## src/rtl/sq_row_gather.sv

```systemverilog
// Row-serial to flat-square deserializer: SIDELEN rows of SIDELEN bits become one SQSIZE-bit word.
// Row k lands in slot SIDELEN-1-k. Define SQ_GATHER_PINGPONG_EN for the two-buffer build.
module sq_row_gather #(
  parameter int SQSIZE = 16,
  // Largest n with n*n <= SQSIZE, for SQSIZE up to 288.
  localparam int SIDELEN =
    (SQSIZE >= 256) ? 16 : (SQSIZE >= 225) ? 15 : (SQSIZE >= 196) ? 14 : (SQSIZE >= 169) ? 13 :
    (SQSIZE >= 144) ? 12 : (SQSIZE >= 121) ? 11 : (SQSIZE >= 100) ? 10 : (SQSIZE >= 81)  ? 9  :
    (SQSIZE >= 64)  ? 8  : (SQSIZE >= 49)  ? 7  : (SQSIZE >= 36)  ? 6  : (SQSIZE >= 25)  ? 5  :
    (SQSIZE >= 16)  ? 4  : (SQSIZE >= 9)   ? 3  : (SQSIZE >= 4)   ? 2  : 1
) (
  input  logic               clk,
  input  logic               rst,
  input  logic               in_valid,
  output logic               in_ready,
  input  logic [SIDELEN-1:0] in_row,
  input  logic               in_last,
  output logic               out_valid,
  input  logic               out_ready,
  output logic [SQSIZE-1:0]  out_data,
  output logic               err_short,
  output logic [1:0]         dbg_state_o
);

  // Handshakes: a transfer happens on a rising clk edge where valid && ready are both high;
  // valid never depends on ready, and out_valid holds with out_data stable until out_ready.

  localparam int CW = (SIDELEN > 1) ? $clog2(SIDELEN) : 1;
  localparam logic [CW-1:0] LAST_ROW = CW'(SIDELEN - 1);

  logic [CW-1:0] cnt_q;
  logic          err_q;
  logic          accept;
  logic          closing;
  logic          short_close;

  assign accept      = in_valid && in_ready;
  assign closing     = accept && ((cnt_q == LAST_ROW) || in_last);
  assign short_close = cnt_q != LAST_ROW;
  assign err_short   = err_q;

  function automatic logic [SQSIZE-1:0] put_row(input logic [SQSIZE-1:0] word,
                                                input logic [CW-1:0]     k,
                                                input logic [SIDELEN-1:0] row);
    logic [SQSIZE-1:0] r;
    r = word;
    for (int i = 0; i < SIDELEN; i++) begin
      if (k == CW'(i)) r[(SIDELEN-1-i)*SIDELEN +: SIDELEN] = row;
    end
    return r;
  endfunction

`ifdef SQ_GATHER_PINGPONG_EN
  logic [SQSIZE-1:0] buf_q [2];
  logic [1:0]        full_q;
  logic              wr_q;
  logic              rd_q;
  logic              pop;

  assign in_ready    = !full_q[wr_q];
  assign out_valid   = full_q[rd_q];
  assign out_data    = buf_q[rd_q];
  assign pop         = out_valid && out_ready;
  assign dbg_state_o = full_q;

  // Pop and fill never touch the same buffer: pop needs rd full, fill needs wr empty.
  // err_short pulses the cycle after a short frame closes, even if it waits behind another.
  always_ff @(posedge clk or posedge rst) begin
    if (rst) begin
      buf_q[0] <= '0;
      buf_q[1] <= '0;
      full_q   <= 2'b00;
      wr_q     <= 1'b0;
      rd_q     <= 1'b0;
      cnt_q    <= '0;
      err_q    <= 1'b0;
    end else begin
      err_q <= 1'b0;
      if (pop) begin
        full_q[rd_q] <= 1'b0;
        buf_q[rd_q]  <= '0;
        rd_q         <= ~rd_q;
      end
      if (accept) begin
        buf_q[wr_q] <= put_row(buf_q[wr_q], cnt_q, in_row);
        if (closing) begin
          full_q[wr_q] <= 1'b1;
          wr_q         <= ~wr_q;
          cnt_q        <= '0;
          err_q        <= short_close;
        end else begin
          cnt_q <= cnt_q + 1'b1;
        end
      end
    end
  end
`else
  typedef enum logic [1:0] {
    FILL  = 2'd0,
    DRAIN = 2'd1
  } state_t;

  state_t            state_q;
  logic [SQSIZE-1:0] buf_q;

  assign in_ready    = state_q == FILL;
  assign out_valid   = state_q == DRAIN;
  assign out_data    = buf_q;
  assign dbg_state_o = state_q;

  always_ff @(posedge clk or posedge rst) begin
    if (rst) begin
      state_q <= FILL;
      buf_q   <= '0;
      cnt_q   <= '0;
      err_q   <= 1'b0;
    end else begin
      err_q <= 1'b0;
      case (state_q)
        FILL: begin
          if (accept) begin
            buf_q <= put_row(buf_q, cnt_q, in_row);
            if (closing) begin
              state_q <= DRAIN;
              cnt_q   <= '0;
              err_q   <= short_close;
            end else begin
              cnt_q <= cnt_q + 1'b1;
            end
          end
        end
        DRAIN: begin
          // Clearing here keeps rows never received at zero in the next frame.
          if (out_ready) begin
            state_q <= FILL;
            buf_q   <= '0;
          end
        end
        default: state_q <= FILL;
      endcase
    end
  end
`endif

endmodule
```

## config.mk

```make
export PLATFORM = sky130hd
export DESIGN_NAME = sq_row_gather
export DESIGN_NICKNAME = d
export VERILOG_FILES = /design/src/rtl/sq_row_gather.sv
export SDC_FILE = /design/constraint.sdc
export NUM_CORES = 1
export LEC_CHECK = 0
export ABC_AREA = 1
export BUFFER_PORTS_ARGS = -buffer_cell sky130_fd_sc_hd__buf_2
export CORE_ASPECT_RATIO = 1.75
export CORE_UTILIZATION = 33
export DETAILED_ROUTE_END_ITERATION = 7
export GPL_ROUTABILITY_DRIVEN = 0
export PLACE_DENSITY = 0.63
export SLEW_MARGIN = 20
export SYNTH_ARGS = -nofsm -noshare
export SYNTH_HDL_FRONTEND = slang
export SYNTH_SLANG_ARGS = --single-unit
```

## constraint.sdc

```tcl
create_clock -name clk -period 1.7 [get_ports clk]
set_clock_uncertainty 0.2 [all_clocks]
set_input_delay 0 -clock clk [delete_from_list [all_inputs] [get_ports clk]]
set_output_delay 0 -clock clk [all_outputs]
set_load 0.005 [all_outputs]
```

==> impl_metrics.py, run 1 <==
metrics = {
    "place": {
        "post-dp-hpwl_um": 1690,
        "place_area_sq_um": 1100,
        "place_ws_ps": 257,
        "io_buffers": 28,
    },
    "grt": {
        "track_usage_pct": 15.2,
        "grt_pass1_wl_um": 3550,
        "antenna_found_initial": 0,
        "gr-usage-met1_pct": 17.4,
        "grt-ovfl-total": 0,
        "grt_busiest_layer": "met2",
        "grt_pass1_vias": 819,
        "grt_start_max_net_pins": 21,
        "grtUsageMet3_pct": 1.72,
        "grtUsageMet2_pct": 25.8,
    },
    "flow_run": {
        "max-cap-violations": 0,
    },
    "logic_synthesis": {
        "yosysUniqueCellTypes": 15,
        "synthesis.nets": 127,
        "syn_inst": 114,
        "yosys.area.top_type": "dfrtp_1",
        "yosys_register_bits": 20,
        "syn_area_per_cell_sq_um": 8.46,
        "syn_area_sq_um": 965,
        "ys_seq_area_share_pct": 51.9,
        "ys_warn_count": 0,
        "synth_area_leaders": "dfrtp_1 52%, nand2_1 14%, nand3_1 10%",
        "yosys.area.top_type_share_pct": 51.9,
    },
    "drt": {
        "vias": 866,
        "firstDrtPassIters": 4,
        "drt-vias-per-instance": 4.92,
        "drt-initial-drc-count": 39,
        "antenna_left": 0,
        "drc": 0,
        "wire_per_inst_um": 12.8,
        "drt-total-wl_um": 2240,
    },
    "die": {
        "core_area_sq_um": 2750,
        "ios": 30,
        "initial_core_util_pct": 35.0,
        "die_h_um": 73.5,
        "rows": 25,
        "die-area_sq_um": 3150,
        "die_x_um": 42.9,
    },
    "sta": {
        "timing.fmax_mhz": 688,
        "setup_slack_ps": 248,
        "fin_crit_sh_pct": 85.4,
        "drv_slew": 0,
        "worst_pin_slew_ps": 755,
        "period_needed_ps": 1450,
        "maxSlewHeadroom_pct": 49.6,
        "setup_tns_ps": 0,
        "rsz0062_at_grt": "false",
        "timing_hold_violations_final": 0,
        "setup_viol": 0,
    },
    "cts": {
        "clk_path_buf_depth": 2,
        "cts_inserted_buffers": 3,
        "root_buffer": "clkbuf_8",
        "path_clk_slew_ps": 70,
        "cts_max_level": 1,
        "clock-sinks": 20,
        "cts_resized": 0,
        "cts_tree": "yes",
        "insertion_delay_ps": 260,
    },
    "setup_path": {
        "worst-endpoint-arrival_ps": 1460,
        "path_class": "reg -> reg",
        "start_kind": "register",
        "end_kind": "register",
        "cp_data_required_time_ps": 1700,
        "cp_max_fo": 5,
    },
    "finish": {
        "diodes": 0,
        "drive_gt1_share_pct": 24.2,
        "stdcell_area_sq_um": 1260,
        "fill_cells": 274,
        "nNetsFinal": 163,
        "mostFrequentLayoutCells": "35 x nand2_1, 28 x buf_2, 20 x nand3_1, 20 x dfrtp_1",
        "fin_util_pct": 45.6,
        "final_common_cell": "nand2_1",
        "syn_to_final_growth_pct": 30.2,
    },
    "pwr": {
        "total_power_mw": 1.77,
        "p_leak_nw": 0.739,
        "powerDensity_nw_per_um2": 1410,
        "vdd_drop_max_v": 0.000537,
    },
    "status": {
        "outcome": "completed",
    },
    "min_path": {
        "worstHoldPathType": "in -> async",
    },
}
==> state kept, by name, summed over array words and instances (netlist names) <==
register / cells
cnt_q: 2
dbg_state_o: 1
err_short: 1
out_data: 16
==> worst paths after layout <==
path                       slack, ps  cells after the start              to          from
hold reg to reg                  300                      2    out_data[14]  out_data[14]
setup / recovery                 250                      6    out_data[15]      cnt_q[0]
min in group clk                 270                      3  dbg_state_o[0]     out_ready
setup reg to reg                 250                      6    out_data[15]      cnt_q[0]
hold / removal                   210                      3     out_data[9]           rst
max in group asynchronous        620                      3     out_data[1]           rst
==> worst max-delay path, stage by stage (launching register included) <==
cell     delay [ps]
dfrtp_1         420
inv_1           120
ha_1            230
nand3_1         200
nand2_1         110
nand2_1          60
nand2_1          60
==> synth_stat cells <==
library cell	instances
buf_2	3
buf_4	2
buf_6	1
conb_1	1
dfrtp_1	20
ha_1	4
inv_1	9
inv_2	1
nand2_1	35
nand2_2	1
nand3_1	20
nand3_2	1
nand4_1	9
nor2_1	6
o21ai_0	1
==> cells by family after synthesis <==
logic type / after synthesis / synth area share (%)
fa+ha+maj: 4 / 5.19
buf+inv: 16 / 8.17
flops: 20 / 51.9
other cells: 1 / 0.389
simple gates: 72 / 33.9
compound gates: 1 / 0.518
==> what timing repair did <==
action,4_1_cts,5_1_grt
setup endpoints to repair,0,0
setup buffers,0,0
endpoints found under the hold margin,40,0
hold buffers,8,0
==> area by class of cell <==
class / count / area, sq um / area share [%]
timing repair buffer: 37 / 228 / 18.1
sequential: 20 / 500 / 39.8
multi-input combinational: 78 / 385 / 30.7
tap: 27 / 33.8 / 2.69
clock inverter: 1 / 30.0 / 2.39
clock buffer: 3 / 41.3 / 3.29
inverter: 10 / 37.5 / 2.99
==> per-layer routing <==
metal / vias up / share of wire [%]
li1: 437 / -
met1: 398 / 41
met2: 24 / 52
met3: 7 / 3.3
met4: 0 / 3.6
met5: - / 0
==> stage by stage <==
step / hold WS [ps] / std cells
global route: 289 / 176
CTS: 250 / 176
detailed placement: -18.9 / 164
finish: 208 / 176
global placement: -42.8 / 164
floorplan: -236 / 114
==> power breakdown <==
group          internal, mW  switching, mW
combinational         0.251          0.294
clock                 0.314          0.161
sequential            0.646          0.106
Power figures use the tool's default switching activity.
==> run 2, diff against run 1 <==
Settings changed: REMOVE_ABC_BUFFERS set to 1.
==> run 2 against run 1 <==
Effect of this change:
- first-iteration DRC count shrank 44%
- highest routed layer unchanged
- clock power down 26%
- final cell count up 0.57%
- non-clock buffer count is 1 higher
- die area did not move
- global-route usage fell by 1.3 points
==> impl_metrics.py, run 2 (synthesis results as in run 1) <==
metrics = {
    "cts": {
        "postCtsHoldBufs": 8,
        "path_clk_slew_ps": 70,
        "cts_inserted_buffers": 3,
        "cts_resized": 0,
        "root_buffer": "clkbuf_8",
        "cts_setup_buffers": 0,
        "clock-sinks": 20,
        "cts_max_level": 1,
        "clk_path_buf_depth": 2,
        "cts_tree": "yes",
        "insertion_delay_ps": 250,
    },
    "grt": {
        "grt_start_max_net_pins": 21,
        "grt-ovfl-total": 0,
        "antenna_found_initial": 0,
        "grt_pass1_vias": 810,
        "grt_pass1_wl_um": 3350,
        "track_usage_pct": 14.0,
    },
    "setup_path": {
        "r2r_slack_ps": 300,
        "end_kind": "register",
        "cp_max_fo": 5,
        "r2r-start": "cnt_q[0]",
        "worst-endpoint-arrival_ps": 1350,
        "cp_data_required_time_ps": 1640,
        "r2r_end": "out_data[14]",
        "start_kind": "register",
        "path_class": "reg -> reg",
        "r2r_cells": 5,
    },
    "pwr": {
        "p_leak_nw": 0.737,
        "vdd_drop_max_v": 0.000571,
        "powerDensity_nw_per_um2": 1320,
    },
    "finish": {
        "fill_cells": 282,
        "diodes": 0,
        "nNetsFinal": 164,
        "drive_gt1_share_pct": 24.7,
        "syn_to_final_growth_pct": 29.3,
        "mostFrequentLayoutCells": "35 x nand2_1, 28 x buf_2, 20 x nand3_1, 20 x dfrtp_1",
        "final_common_cell": "nand2_1",
        "fin_util_pct": 45.3,
        "largest_reg_flops": 16,
    },
    "die": {
        "die-area_sq_um": 3150,
        "die_h_um": 73.5,
        "rows": 25,
        "initial_core_util_pct": 35.0,
        "core_area_sq_um": 2750,
        "ios": 30,
        "die_x_um": 42.9,
    },
    "drt": {
        "firstDrtPassIters": 4,
        "drt-initial-drc-count": 22,
        "vias": 855,
        "drt-total-wl_um": 2130,
        "wire_per_inst_um": 12.0,
        "drc": 0,
        "antenna_left": 0,
        "drt-vias-per-instance": 4.83,
    },
    "status": {
        "outcome": "completed",
    },
    "sta": {
        "setup_tns_ps": 0,
        "timing_hold_violations_final": 0,
        "rsz0062_at_grt": "false",
        "timing.fmax_mhz": 712,
        "hold_ws_ps": 113,
        "setup_viol": 0,
        "period_needed_ps": 1400,
        "drv_slew": 0,
        "fin_crit_sh_pct": 82.6,
    },
    "place": {
        "post-dp-hpwl_um": 1590,
        "io_buffers": 28,
    },
    "min_path": {
        "worstHoldPathType": "in -> async",
    },
    "flow_run": {
        "max-cap-violations": 0,
    },
}
run 2: cell types whose count changed in the layout (fill, tap and decap cells not counted), sizes merged:
cell    change
buf         +1
bufinv      -1
clkbuf      +1
run 2: how the worst max path moves through the flow:
| stage | depth (start not counted) | end | from | slack [ps] |
|---|---|---|---|---|
| 3_5_place_dp | 4 | out_data[0] | dbg_state_o[0] | 310 |
| 2_1_floorplan | 4 | out_data[7] | dbg_state_o[0] | 310 |
| 3_3_place_gp | 5 | out_data[15] | cnt_q[0] | 340 |
| 4_1_cts | 4 | out_data[0] | dbg_state_o[0] | 300 |
| 6_report | 5 | out_data[14] | cnt_q[0] | 300 |
| 5_1_grt | 5 | out_data[15] | cnt_q[0] | 140 |
run 2: layout make-up:
type	instances	area (sq um)	share of cell area, %
Clock buffer	4	55.1	4.41
Inverter	10	37.5	3.01
Multi-Input combinational cell	78	385	30.9
Sequential cell	20	500	40.1
Tap cell	27	33.8	2.71
Timing Repair Buffer	38	235	18.9
run 2: where the power goes:
part | switching (mW) | leakage, nW | internal, mW
sequential | 0.106 | 0.261 | 0.646
combinational | 0.296 | 0.447 | 0.253
clock | 0.146 | 0.0288 | 0.206
run 2: metal layers:
layer / up-vias / share of wire (%) / global-route usage, %
met1: 393 / 41 / 14.4
met4: 0 / 1.1 / 7.29
met3: 2 / 3.3 / 1.97
met5: - / 0 / 0
met2: 23 / 55 / 26.3
li1: 437 / - / -
run 2: critical path, cell delays in order (launching register included):
cell	delay (ps)
dfrtp_1	420
inv_1	120
ha_1	220
nand3_1	170
nand3_1	110
nand2_1	50
run 2: metrics by stage:
stage	instance area (sq um)	std cells	total power [mW]	setup WS, ps
floorplan	923	108	1.04	312
global placement	1110	165	1.28	337
detailed placement	1110	165	1.30	308
CTS	1250	177	1.68	299
global route	1250	177	1.79	145
finish	1250	177	1.65	295
==> run 3, diff against run 2 <==
Clock period 1.7 ns to 1.5 ns, I/O delays scaled along.
==> run 3 against run 2 <==
Effect of this change:
- first-iteration DRC count shrank 23%
- critical endpoint is now out_data[8]
- die area stayed put
- register-to-register slack worse by 170 ps
- global-route usage grew 2.4 points
- hold slack worse by 16 ps
- count of clock-buffer cells in the layout is 1 lower
==> impl_metrics.py, run 3 (synthesis results as in run 1) <==
metrics = {
    "die": {
        "initial_core_util_pct": 35.0,
        "rows": 25,
        "die_x_um": 42.9,
        "core_area_sq_um": 2750,
        "die_h_um": 73.5,
        "die-area_sq_um": 3150,
        "ios": 30,
    },
    "min_path": {
        "worstHoldPathType": "in -> async",
    },
    "cts": {
        "clock-sinks": 20,
        "cts_setup_buffers": 0,
        "root_buffer": "clkbuf_8",
        "clk_path_buf_depth": 2,
        "path_clk_slew_ps": 70,
        "insertion_delay_ps": 260,
        "cts_max_level": 1,
        "cts_tree": "yes",
        "cts_inserted_buffers": 3,
    },
    "drt": {
        "drc": 0,
        "route.met3.wl_um": 61,
        "vias": 887,
        "dr_wl_met2_um": 1240,
        "antenna_left": 0,
        "drt-total-wl_um": 2290,
        "drt-vias-per-instance": 4.98,
        "top_layer_used": "met4",
        "wire_per_inst_um": 12.9,
        "firstDrtPassIters": 3,
        "drt-initial-drc-count": 17,
        "m1WireLength_um": 930,
    },
    "grt": {
        "grt_pass1_wl_um": 3880,
        "grt_pass1_vias": 897,
        "antenna_found_initial": 0,
        "track_usage_pct": 16.3,
        "grt_start_max_net_pins": 21,
        "grt-ovfl-total": 0,
    },
    "sta": {
        "timing_hold_violations_final": 0,
        "setup_viol": 0,
        "period_needed_ps": 1370,
        "rsz0062_at_grt": "false",
        "drv_slew": 0,
        "setup_tns_ps": 0,
        "timing.fmax_mhz": 730,
        "fin_crit_sh_pct": 91.4,
    },
    "setup_path": {
        "cp_cell_sequence": "inv_1 > ha_1 > nand3_1 > nand3_1 > nand2_1",
        "critPathMaxStageDelay_ps": 410,
        "worst-path-buf-inv": 1,
        "critical_path.top_delay_family": "flip-flops",
        "critPathSlowestCell": "dfrtp_1",
        "end_kind": "register",
        "r2r_slack_ps": 130,
        "crit_top_cell": "nand3_1",
        "cp_max_fo": 5,
        "path_class": "reg -> reg",
        "cp.depth": 5,
        "cp_data_required_time_ps": 1450,
        "r2r-start": "cnt_q[1]",
        "r2r_end": "out_data[8]",
        "r2r_cells": 5,
        "worst-endpoint-arrival_ps": 1320,
        "start_kind": "register",
    },
    "flow_run": {
        "max-cap-violations": 0,
    },
    "pwr": {
        "p_int_mw": 1.21,
        "p_switching_mw": 0.634,
        "combPwrFrac_pct": 35.2,
        "powerDensity_nw_per_um2": 1470,
        "vdd_drop_max_v": 0.000715,
        "switching_share_pct": 34.4,
        "power_frac_seq_pct": 45.7,
        "pwr-share-clk_pct": 19.1,
        "p_leak_nw": 0.740,
    },
    "finish": {
        "nNetsFinal": 166,
        "syn_to_final_growth_pct": 30.0,
        "largest_reg_flops": 16,
        "fin_cells": 178,
        "mostFrequentLayoutCells": "35 x nand2_1, 28 x buf_2, 20 x dfrtp_1",
        "drive_gt1_share_pct": 25.8,
        "diodes": 0,
        "stdcell_area_sq_um": 1250,
        "final_common_cell": "nand2_1",
        "fill_cells": 281,
    },
    "place": {
        "post-dp-hpwl_um": 1770,
        "io_buffers": 28,
        "dp.cells": 167,
        "place_area_sq_um": 1130,
    },
    "status": {
        "outcome": "completed",
    },
}
[run 3: worst max path at each step]
stage / from / endpoint / slack (ps)
2_1_floorplan: dbg_state_o[0] / out_data[7] / 110
3_3_place_gp: cnt_q[0] / out_data[15] / 150
3_5_place_dp: cnt_q[0] / out_data[12] / 90
4_1_cts: cnt_q[0] / out_data[12] / 80
5_1_grt: cnt_q[1] / out_data[8] / 20
6_report: cnt_q[1] / out_data[8] / 130
[run 3: per-layer routing]
metal	vias up	track usage, %
li1	441	-
met1	423	19.4
met2	18	28.3
met3	5	1.47
met4	0	9.03
met5	-	0
[run 3: area by class of cell]
cell class,instances,area [sq um],area share [%]
multi-input combinational,78,390,31.1
clock buffer,3,41.3,3.29
timing repair buffer,40,250,20.0
sequential,20,500,39.9
inverter,10,37.5,2.99
tap,27,33.8,2.69
[run 3: metrics by stage]
| stage | hold slack (ps) | total power [mW] | util [%] | setup WS (ps) |
|---|---|---|---|---|
| after floorplan | -236 | 1.18 | - | 112 |
| after global placement | -171 | 1.46 | 41.0 | 146 |
| after detailed placement | -161 | 1.50 | 41.0 | 91.7 |
| after CTS | 118 | 1.86 | 45.4 | 81.0 |
| after global routing | 134 | 2.00 | 45.5 | 20.7 |
| final | 97.3 | 1.84 | 45.5 | 130 |
[run 3: power groups by stage]
stage / clock network, mW / registers (mW) / logic, mW
2_1_floorplan: 0 / 0.868 / 0.315
3_3_place_gp: 0 / 0.845 / 0.614
3_5_place_dp: 0 / 0.858 / 0.638
4_1_cts: 0.360 / 0.847 / 0.656
5_1_grt: 0.385 / 0.875 / 0.738
6_report: 0.352 / 0.842 / 0.649
[run 3: worst reg2reg max path: cells and delay by family (launching register included)]
| kind | cells | cell delay [ps] |
|---|---|---|
| flip-flops | 1 | 410 |
| AND/OR/NAND/NOR | 3 | 350 |
| adder cells (fa/ha/maj) | 1 | 210 |
| buffers and inverters | 1 | 90 |
[run 3: timing repair]
item | in CTS | in global routing
resized for setup | 0 | 1
endpoints found under the setup margin | 0 | 4
hold buffers | 8 | 0
endpoints found under the hold margin | 40 | 0
